### src/rtl/console_capture.sv
// console_capture
//   Snoops the CPU native memory bus for byte writes to CONSOLE_ADDR and queues each
//   character together with the 40-bit cycle timestamp of the capturing cycle. Queued
//   characters are presented first-word-fall-through on print_out, one per handshake.
//   The snoop never stalls the CPU: a capture into a full FIFO with no pop is dropped
//   and counted.
//
// Ports
//   clk           system clock, rising edge
//   reset         asynchronous, active-high; clears all state
//   mem_valid     CPU bus request valid
//   mem_ready     memory completes the request this cycle
//   mem_addr      CPU bus address
//   mem_wdata     CPU write data; character is [7:0]
//   mem_wstrb     byte strobes; 0 means read
//   print_out     {valid[48], timestamp[47:8], char[7:0]}; payload is 0 while invalid
//   print_ready   consumer accepts the head entry while print_out[48] is set
//   fifo_level    entries held, 0..DEPTH
//   overflow_cnt  characters dropped because the FIFO was full; saturates at 16'hFFFF

module console_capture #(
    parameter logic [31:0] CONSOLE_ADDR = 32'h1000_0000,
    parameter int unsigned DEPTH        = 16,
    parameter int unsigned AW           = 4
) (
    input  logic          clk,
    input  logic          reset,
    input  logic          mem_valid,
    input  logic          mem_ready,
    input  logic [31:0]   mem_addr,
    input  logic [31:0]   mem_wdata,
    input  logic [3:0]    mem_wstrb,
    output logic [48:0]   print_out,
    input  logic          print_ready,
    output logic [AW:0]   fifo_level,
    output logic [15:0]   overflow_cnt
);

    localparam logic [AW:0] FullLevel = (AW + 1)'(DEPTH);

    logic [39:0]   ts_q;
    logic [47:0]   mem [DEPTH];
    logic [AW-1:0] wr_ptr_q;
    logic [AW-1:0] rd_ptr_q;
    logic [AW:0]   level_q;
    logic [15:0]   ovf_q;

    logic cap;
    logic full;
    logic valid;
    logic pop;
    logic push;

    assign cap   = mem_valid & mem_ready & mem_wstrb[0] & (mem_addr == CONSOLE_ADDR);
    assign full  = (level_q == FullLevel);
    assign valid = (level_q != '0);
    assign pop   = valid & print_ready;
    // A pop in the same cycle frees the slot the new character lands in.
    assign push  = cap & (~full | pop);

    always_ff @(posedge clk or posedge reset) begin
        if (reset) begin
            ts_q     <= '0;
            wr_ptr_q <= '0;
            rd_ptr_q <= '0;
            level_q  <= '0;
            ovf_q    <= '0;
        end else begin
            ts_q <= ts_q + 40'd1;
            if (push) begin
                wr_ptr_q <= wr_ptr_q + 1'b1;
            end
            if (pop) begin
                rd_ptr_q <= rd_ptr_q + 1'b1;
            end
            unique case ({push, pop})
                2'b10:   level_q <= level_q + 1'b1;
                2'b01:   level_q <= level_q - 1'b1;
                default: level_q <= level_q;
            endcase
            if (cap && full && !pop && (ovf_q != 16'hFFFF)) begin
                ovf_q <= ovf_q + 16'd1;
            end
        end
    end

    // Storage needs no reset: the payload is masked while the FIFO is empty.
    always_ff @(posedge clk) begin
        if (push) begin
            mem[wr_ptr_q] <= {ts_q, mem_wdata[7:0]};
        end
    end

    // Output derives only from registers, so an async reset drops valid immediately.
    always_comb begin
        print_out = '0;
        if (valid) begin
            print_out = {1'b1, mem[rd_ptr_q]};
        end
    end

    assign fifo_level   = level_q;
    assign overflow_cnt = ovf_q;

endmodule
### config.mk
export PLATFORM = sky130hd
export DESIGN_NAME = console_capture
export DESIGN_NICKNAME = d
export VERILOG_FILES = /design/src/rtl/console_capture.sv
export SDC_FILE = /design/constraint.sdc
export NUM_CORES = 1
export LEC_CHECK = 0
export CORE_AREA = 2 2 386 350
export DETAILED_ROUTE_END_ITERATION = 12
export DIE_AREA = 0 0 388 352
export PLACE_DENSITY = 0.44
export SETUP_SLACK_MARGIN = 0.3
export SYNTH_ARGS = -nofsm -noshare
export SYNTH_HDL_FRONTEND = slang
export SYNTH_SLANG_ARGS = --single-unit
### constraint.sdc
create_clock -name clk -period 10.9 [get_ports clk]
set_clock_uncertainty 0.05 [all_clocks]
set_input_delay 2.18 -clock clk [delete_from_list [all_inputs] [get_ports clk]]
set_output_delay 2.18 -clock clk [all_outputs]
set_load 0.005 [all_outputs]
* Word level (Yosys, flattened, before mapping)
Memories as Yosys holds them, arrays and structs flattened.
Index checks and enable logic that the tools add are counted.
** Word-level totals
- Bits in writable memories :: 768
- Output and inout port bits :: 70
- Bits in registers :: 69
- Logic and storage cells :: 34
- Input bits :: 73
- Memories :: 1
** Cells by class
- Add/sub/neg operators :: 6
- Bitwise gates (word level) :: 7
- Equality and inequality tests :: 5
- Reductions and logical operators :: 6
- Mux-type cells :: 4
** Memories
- mem :: depth 16, bits a word 48, rd ports 1, clocked after Yosys merged registers in 0, write ports 1, line 42 : logic [47:0] mem [DEPTH];
** Operators by type and width (number)
- $mux 49 :: 1
- $add 40x1->40 const B :: 1
- $eq 32x29->1 const B :: 1
- $add 16x1->16 const B :: 1
- $ne 16x16->1 const B :: 1
- $pmux 5 s2 :: 1
- $add 4x1->4 const B :: 2
- $add 5x1->5 const B :: 1
- $and 1x1->1 :: 5
- $eq 5x5->1 const B :: 1
- $reduce_bool 5->1 :: 1
- $sub 5x1->5 const B :: 1
- $logic_and 1x1->1 :: 3
- $eq 2x1->1 const B :: 1
- $eq 2x2->1 const B :: 1
- $mux 1 :: 2
- $reduce_bool 2->1 :: 1
- $logic_not 1->1 :: 1
- $not 1->1 :: 1
- $or 1x1->1 :: 1

* Depth between registers and ports, before layout
Gate-level depths: netlist of the first run.
- Depth in word-level cells :: 6
- Gate-level depth with buffers :: 9
- Depth with buffers taken out :: 9

* Worst setup path before layout of the first run
OpenSTA, ideal clock, no wires.
- Kind :: input -> register
- Start point :: input port mem_addr[27]
- End point :: memory mem[0][0], enable pin
- Stages :: 6
- Required time :: 10.260 ns
- Slack :: 2.142 ns
- Path buffers :: 1
- Arrival :: 8.118 ns
- Setup time :: 0.590 ns
- Cell sequence :: nor4b_1 > nand4_1 > nor3_1 > buf_2 > nand2_1 > nor4b_1
** On the way
- Longest elaborated chain between the ends :: 5
** Ends and longest elaborated chain
- start, declared :: line 30 : input logic [31:0] mem_addr,
- $eq 32x29->1 :: line 54 : assign cap = mem_valid & mem_ready & mem_wstrb[0] & (mem_addr == CONSOLE_ADDR);
- $and 1x1->1 :: line 54
- $and 1x1->1 :: line 59 : assign push = cap & (~full | pop);
- $mux 1 :: line 89 : if (push) begin
- $mux 1 (implied by the code) :: line 90 : mem[wr_ptr_q] <= {ts_q, mem_wdata[7:0]};
- end, declared :: line 42
Every way passes these cells.

* Final worst setup path of the first run
- Start point :: register rd_ptr_q[0]
- End point :: output port print_out[25]
** On the way
- Longest elaborated chain between the ends :: 2
** Ends and longest elaborated chain
- start, declared :: line 44 : logic [AW-1:0] rd_ptr_q;
- start signal, assigned :: line 74 : rd_ptr_q <= rd_ptr_q + 1'b1;
- $mem_v2 16x48
- $mux 49 :: line 97 : if (valid) begin
- end, declared :: line 33 : output logic [48:0] print_out,
Every way passes these cells.

==> results of run 1 <==
-- worst max-delay path: cells and delay by family (launching register included) --
kind / cells / cell delay (ns)
mux: 2 / 1.13
flops: 1 / 0.83
simple gates: 1 / 0.25
buf+inv: 3 / 1.96
-- area by class of cell --
cell class              count  area, um2
clock buffers             123       2475
clock inverters            37      405.4
fillers                 12972      93460
inverters                  12      46.29
multi-input cells         534       7752
flip-flops and latches    837      24800
well taps                1741       2178
repair buffers            147       1404
-- routing by layer --
| metal | track usage | share of wire | vias to the layer above |
|---|---|---|---|
| met3 | 0.01863 | 0.035 | 114 |
| met4 | 0.03385 | 0.025 | 0 |
| met5 | 0 | 0 | - |
| li1 | - | - | 6474 |
| met2 | 0.1860 | 0.47 | 322 |
| met1 | 0.1596 | 0.47 | 8262 |
-- sequential cells by signal, indices dropped and copies added, names as in the netlist --
signal / count
fifo_level: 5
mem: 768
overflow_cnt: 16
rd_ptr_q: 4
ts_q: 40
wr_ptr_q: 4
-- worst max-delay path by stage --
| stage | slack (ns) | depth (start not counted) | endpoint | start |
|---|---|---|---|---|
| after floorplan | 2.14 | 6 | mem[0][0] | mem_addr[27] |
| after global placement | 4.32 | 6 | print_out[25] | rd_ptr_q[0] |
| after detailed placement | 4.31 | 6 | print_out[25] | rd_ptr_q[0] |
| after CTS | 3.61 | 6 | print_out[25] | rd_ptr_q[0] |
| after global routing | 3.46 | 6 | print_out[25] | rd_ptr_q[0] |
| final | 3.76 | 6 | print_out[25] | rd_ptr_q[0] |
-- stage by stage --
step	std cells	setup WS (ns)
floorplan	1451	2.142
global placement	3271	4.317
detailed placement	3271	4.313
CTS	3431	3.614
global route	3431	3.464
finish	3431	3.762
-- power by group through the flow --
stage | registers [mW] | clock network, mW | logic (mW)
6_report | 3.46 | 2.96 | 0.0295
5_1_grt | 3.46 | 3.17 | 0.0327
4_1_cts | 3.46 | 3.05 | 0.0304
3_5_place_dp | 3.53 | 0 | 0.0304
3_3_place_gp | 3.53 | 0 | 0.0293
2_1_floorplan | 3.53 | 0 | 0.00453
-- cells by family after synthesis --
family                     share of synthesized area
and+or+nand+nor                              0.03693
xor gates and xnor gates                     0.01672
muxes                                         0.1729
buffers and inverters                        0.01638
DFF                                           0.7512
adders and majority gates                   0.004398
AOI/OAI and AO/OA                           0.001441
-- cells in the final DEF (no fill, tap or decap), drive strengths merged, types with 4 or more instances in the layout --
cell type	count
ha	10
edfxtp	768
nor2	21
and4	6
dfrtp	69
nor4b	5
buf	32
clkinv	31
and3	5
clkbuf	123
clkdlybuf4s50	115
mux2	4
and2	50
and4b	9
nand4	23
nand2	30
bufinv	4
inv	13
xor2	19
nand3	28
mux4	240
xnor2	44
nor3	12
nor4	12
==> flow_summary.toml, run 1 <==
[floorplan]
fp.dieW_um = 388
coreArea_um2 = 132500
fp.dieH_um = 352
die_area_um2 = 136600
start_util = 0.2490
ios = 143
core.rowCount = 127

[critical_path]
crit_path_max_incr_delay_ns = 0.83
arrival_ns = 4.91
timing.rr.end = "fifo_level[4]"
reg2reg_slack_ns = 7.41
cp.required_ns = 8.67
r2r_cells = 9
end_kind = "primary output"
path_cells = "buf_4, buf_4, mux4_1, mux4_2, and2_1, clkdlybuf4s50_1"
worstSetupPathType = "flip-flop to primary output"
cp-start-kind = "flip-flop"
r2r-start = "fifo_level[0]"
slowest_stage = "dfrtp_4"
crit_top_cell = "buf_4"
crit_fanout = 40

[power_and_ir_drop]
p_int_mw = 5.173
p_sw_mw = 1.277
total_power_mw = 6.450
p_comb_frac = 0.005
power_density_nw_per_um2 = 165.1
clockPowerShare = 0.459
ir_worst_vdd_v = 0.00009907
switching_share = 0.1980
p_leak_nw = 13.77
p_seq_frac = 0.537

[timing]
fin_hold_ws_ns = 0.4518
hold_viol = 0
relSlewSlack = 0.3124
final-setup-viol-count = 0
rsz0062_at_grt = "false"
fin_crit_ns = 7.138
layout_worst_path_cycle_share = 0.6549
fmax_mhz = 140.1
worstMarginPinSlew_ns = 1.031
finalMaxSlewViolations = 0
setup-tns-final_ns = 0

[clocking]
cts-root-buf = "clkbuf_16"
cts_setup_buffers = 0
cts_tree = "built"
cts_made_buffers = 88
cts_sinks = 837
clk_pin_slew_ns = 0.05
insertion_delay_ns = 0.65
clockBufferDepth = 3
cts_max_level = 3
cts_resized = 0
cts_hold_buf = 0

[finish]
fin_util = 0.2948
fin_area_um2 = 39070
drive_above_1_share = 0.2166
fin_nets = 1704
antenna_cells = 0
area_growth_pct = 18.38

[place]
dp.final_hpwl_um = 40030
portBuffers = 115
gp_congestion = 0.6839
place_area_um2 = 36180

[yosys]
synth_top_area_frac = 0.6989
yosysMostFrequentCell = "edfxtp_1"
yosys-top-cells-area = "edfxtp_1 (70%), mux4_2 (12%), dfrtp_1 (5.2%)"
synth_top_area_cell = "edfxtp_1"
synth_commonest_cells = "edfxtp_1 (768), mux4_2 (177), dfrtp_1 (69)"
synth_cell_types = 41
ys_async_sr_fraction = 0.08244
syn_inst = 1451
synth.avg_cell_area_um2 = 22.74
synth_flop_cell = "edfxtp_1"
ys_seq_elements = 837
syn-num-nets = 1535
synth-seq-area-share = 0.7512
yosys_warnings = 0
synth-edff-count = 768
synth_area_um2 = 33000

[global_routing]
track_usage = 0.1152
grt_pass1_wl_um = 114900
grt_max_degree = 135
grt_overflow = 0
grt_pass1_vias = 16453
antenna_found_initial = 2

[run]
maxCapViolations = 0

[routing]
wl_per_cell_um = 23.10
drt_iter0_drc = 1046
drc = 0
first_pass_iters = 5
post_drt_via_cell_ratio = 4.422
dr_total_vias = 15172
routed_wl_um = 79250
antenna_left = 0

[worst_hold_path]
hold_path_end = "overflow_cnt[11]"
min-delay-start = "overflow_cnt[11]"
min_path_cells = 1
hold_path_class = "flip-flop to flip-flop"

[status]
status = "finished clean"
Power figures use the tool's default switching activity.
==> inputs of run 2 (changes only) <==
==> constraint.sdc (replaced) <==
create_clock -name clk -period 7.35 [get_ports clk]
set_clock_uncertainty 0.05 [all_clocks]
set_input_delay 1.47 -clock clk [delete_from_list [all_inputs] [get_ports clk]]
set_output_delay 1.47 -clock clk [all_outputs]
set_load 0.005 [all_outputs]
==> run 2 against run 1 <==
Routed wire length up 0.52%. Utilization up 0.17 points. Sequential share of layout area down 0.36 points. Clock power up 52%. Critical path type unchanged. Largest cell class unchanged.
==> flow_summary.toml, run 2 (same netlist as run 1, synthesis figures left out) <==
[clocking]
cts_hold_buf = 0
cts_tree = "built"
insertion_delay_ns = 0.66
cts_setup_buffers = 0
cts-root-buf = "clkbuf_16"
clk_pin_slew_ns = 0.06
cts_max_level = 3
clockBufferDepth = 3
cts_resized = 0
cts_sinks = 837
cts_made_buffers = 90

[routing]
drc = 0
first_pass_iters = 5
dr_total_vias = 15164
antenna_left = 0
routed_wl_um = 79660
wl_per_cell_um = 23.14
drt_iter0_drc = 1090
post_drt_via_cell_ratio = 4.404

[global_routing]
grt_overflow = 0
grtUsageMet2 = 0.1869
top_usage_layer = "met2"
grt_max_degree = 86
antenna_found_initial = 2
use_met1 = 0.1619
grt_pass1_wl_um = 115300
use_met3 = 0.02066
track_usage = 0.1158
grt_pass1_vias = 16444

[finish]
final_common_cell = "edfxtp_1"
top_register = "mem"
final-instance-count-excl-fill = 3443
final_cell_mix = "edfxtp_1 (768), mux4_2 (177), clkdlybuf4s50_1 (115)"
fin_nets = 1712
area_growth_pct = 19.06
drive_above_1_share = 0.2163
largest_register_ffs = 768
num-fill-cells = 12926
fin_area_um2 = 39290

[floorplan]
core.rowCount = 127
coreArea_um2 = 132500
fp.dieH_um = 352
fp.dieW_um = 388
die_area_um2 = 136600
ios = 143
start_util = 0.2490

[critical_path]
cp.required_ns = 5.83
crit_fanout = 30
end_kind = "primary output"
worstSetupPathType = "flip-flop to primary output"
cp-start-kind = "flip-flop"
arrival_ns = 3.86

[place]
portBuffers = 115
dp_cells = 3277
dpl_worst_slack_ns = 1.988
place_area_um2 = 36320
gp_congestion = 0.6875
dp.final_hpwl_um = 41090

[timing]
layout_setup_ws_ns = 1.966
hold_viol = 0
finalMaxSlewViolations = 0
fmax_mhz = 185.7
final-setup-viol-count = 0
layout_worst_path_cycle_share = 0.7325
setup-tns-final_ns = 0
fin_crit_ns = 5.384
relSlewSlack = 0.1672
rsz0062_at_grt = "false"
worstMarginPinSlew_ns = 1.238

[power_and_ir_drop]
ir_worst_vdd_v = 0.0001478
p_leak_nw = 13.85
total_power_mw = 9.693
power_density_nw_per_um2 = 246.7

[worst_hold_path]
hold_path_class = "flip-flop to flip-flop"

[status]
status = "finished clean"

[run]
maxCapViolations = 0
[run 2: changes by cell type in the layout (fill, tap and decap cells not counted), moves of 2 or more]
| cell | delta |
|---|---|
| buf_12 | +7 |
| clkinv_1 | +7 |
| clkbuf_8 | -6 |
| clkinv_2 | -5 |
| bufinv_16 | +3 |
| clkbuf_1 | +2 |
| clkbuf_16 | +2 |
| inv_16 | -2 |
[run 2: worst paths after layout]
path / start / end / slack [ns] / cells past startpoint
setup / recovery: rd_ptr_q[0] / print_out[18] / 1.97 / 5
hold / removal: overflow_cnt[11] / overflow_cnt[11] / 0.46 / 1
setup reg to reg: fifo_level[0] / fifo_level[4] / 3.89 / 9
hold reg to reg: overflow_cnt[11] / overflow_cnt[11] / 0.46 / 1
max in group asynchronous: reset / rd_ptr_q[3] / 5.06 / 3
min in group asynchronous: reset / overflow_cnt[11] / 0.97 / 2
[run 2: critical path: stages (launching register included)]
cell	delay, ns
dfrtp_4	0.85
buf_4	0.49
mux4_1	0.61
mux4_2	0.54
and2_1	0.21
clkdlybuf4s50_1	0.46
[run 2: per-layer routing]
metal	routed length (um)	vias up	part of all wire
met5	0	-	0
met4	1433	0	0.018
met3	3050	96	0.038
met2	37960	291	0.48
met1	37220	8274	0.47
li1	-	6503	-
[run 2: layout make-up]
| type | count | area (um2) | share of cell area |
|---|---|---|---|
| clock buffers | 121 | 2450 | 0.06235 |
| diodes | 1 | 2.502 | 0.00006369 |
| clock inverters | 44 | 520.5 | 0.01325 |
| multi-input cells | 534 | 7752 | 0.1973 |
| well taps | 1741 | 2178 | 0.05544 |
| inverters | 12 | 46.29 | 0.001178 |
| repair buffers | 153 | 1536 | 0.03911 |
| flip-flops and latches | 837 | 24800 | 0.6313 |
[run 2: stage by stage]
stage | hold WS (ns) | utilization
final | 0.4643 | 0.2965
after global routing | 0.4892 | 0.2965
after CTS | 0.4620 | 0.2965
after detailed placement | 0.4438 | 0.2740
after global placement | 0.4399 | 0.2740
after floorplan | 0.4382 | -
[run 2: report_power, final]
group	internal (mW)	total, mW	switching [mW]
sequential	5.14	5.14	0.000000166
clock	2.61	4.51	1.91
combinational	0.0220	0.0437	0.0216
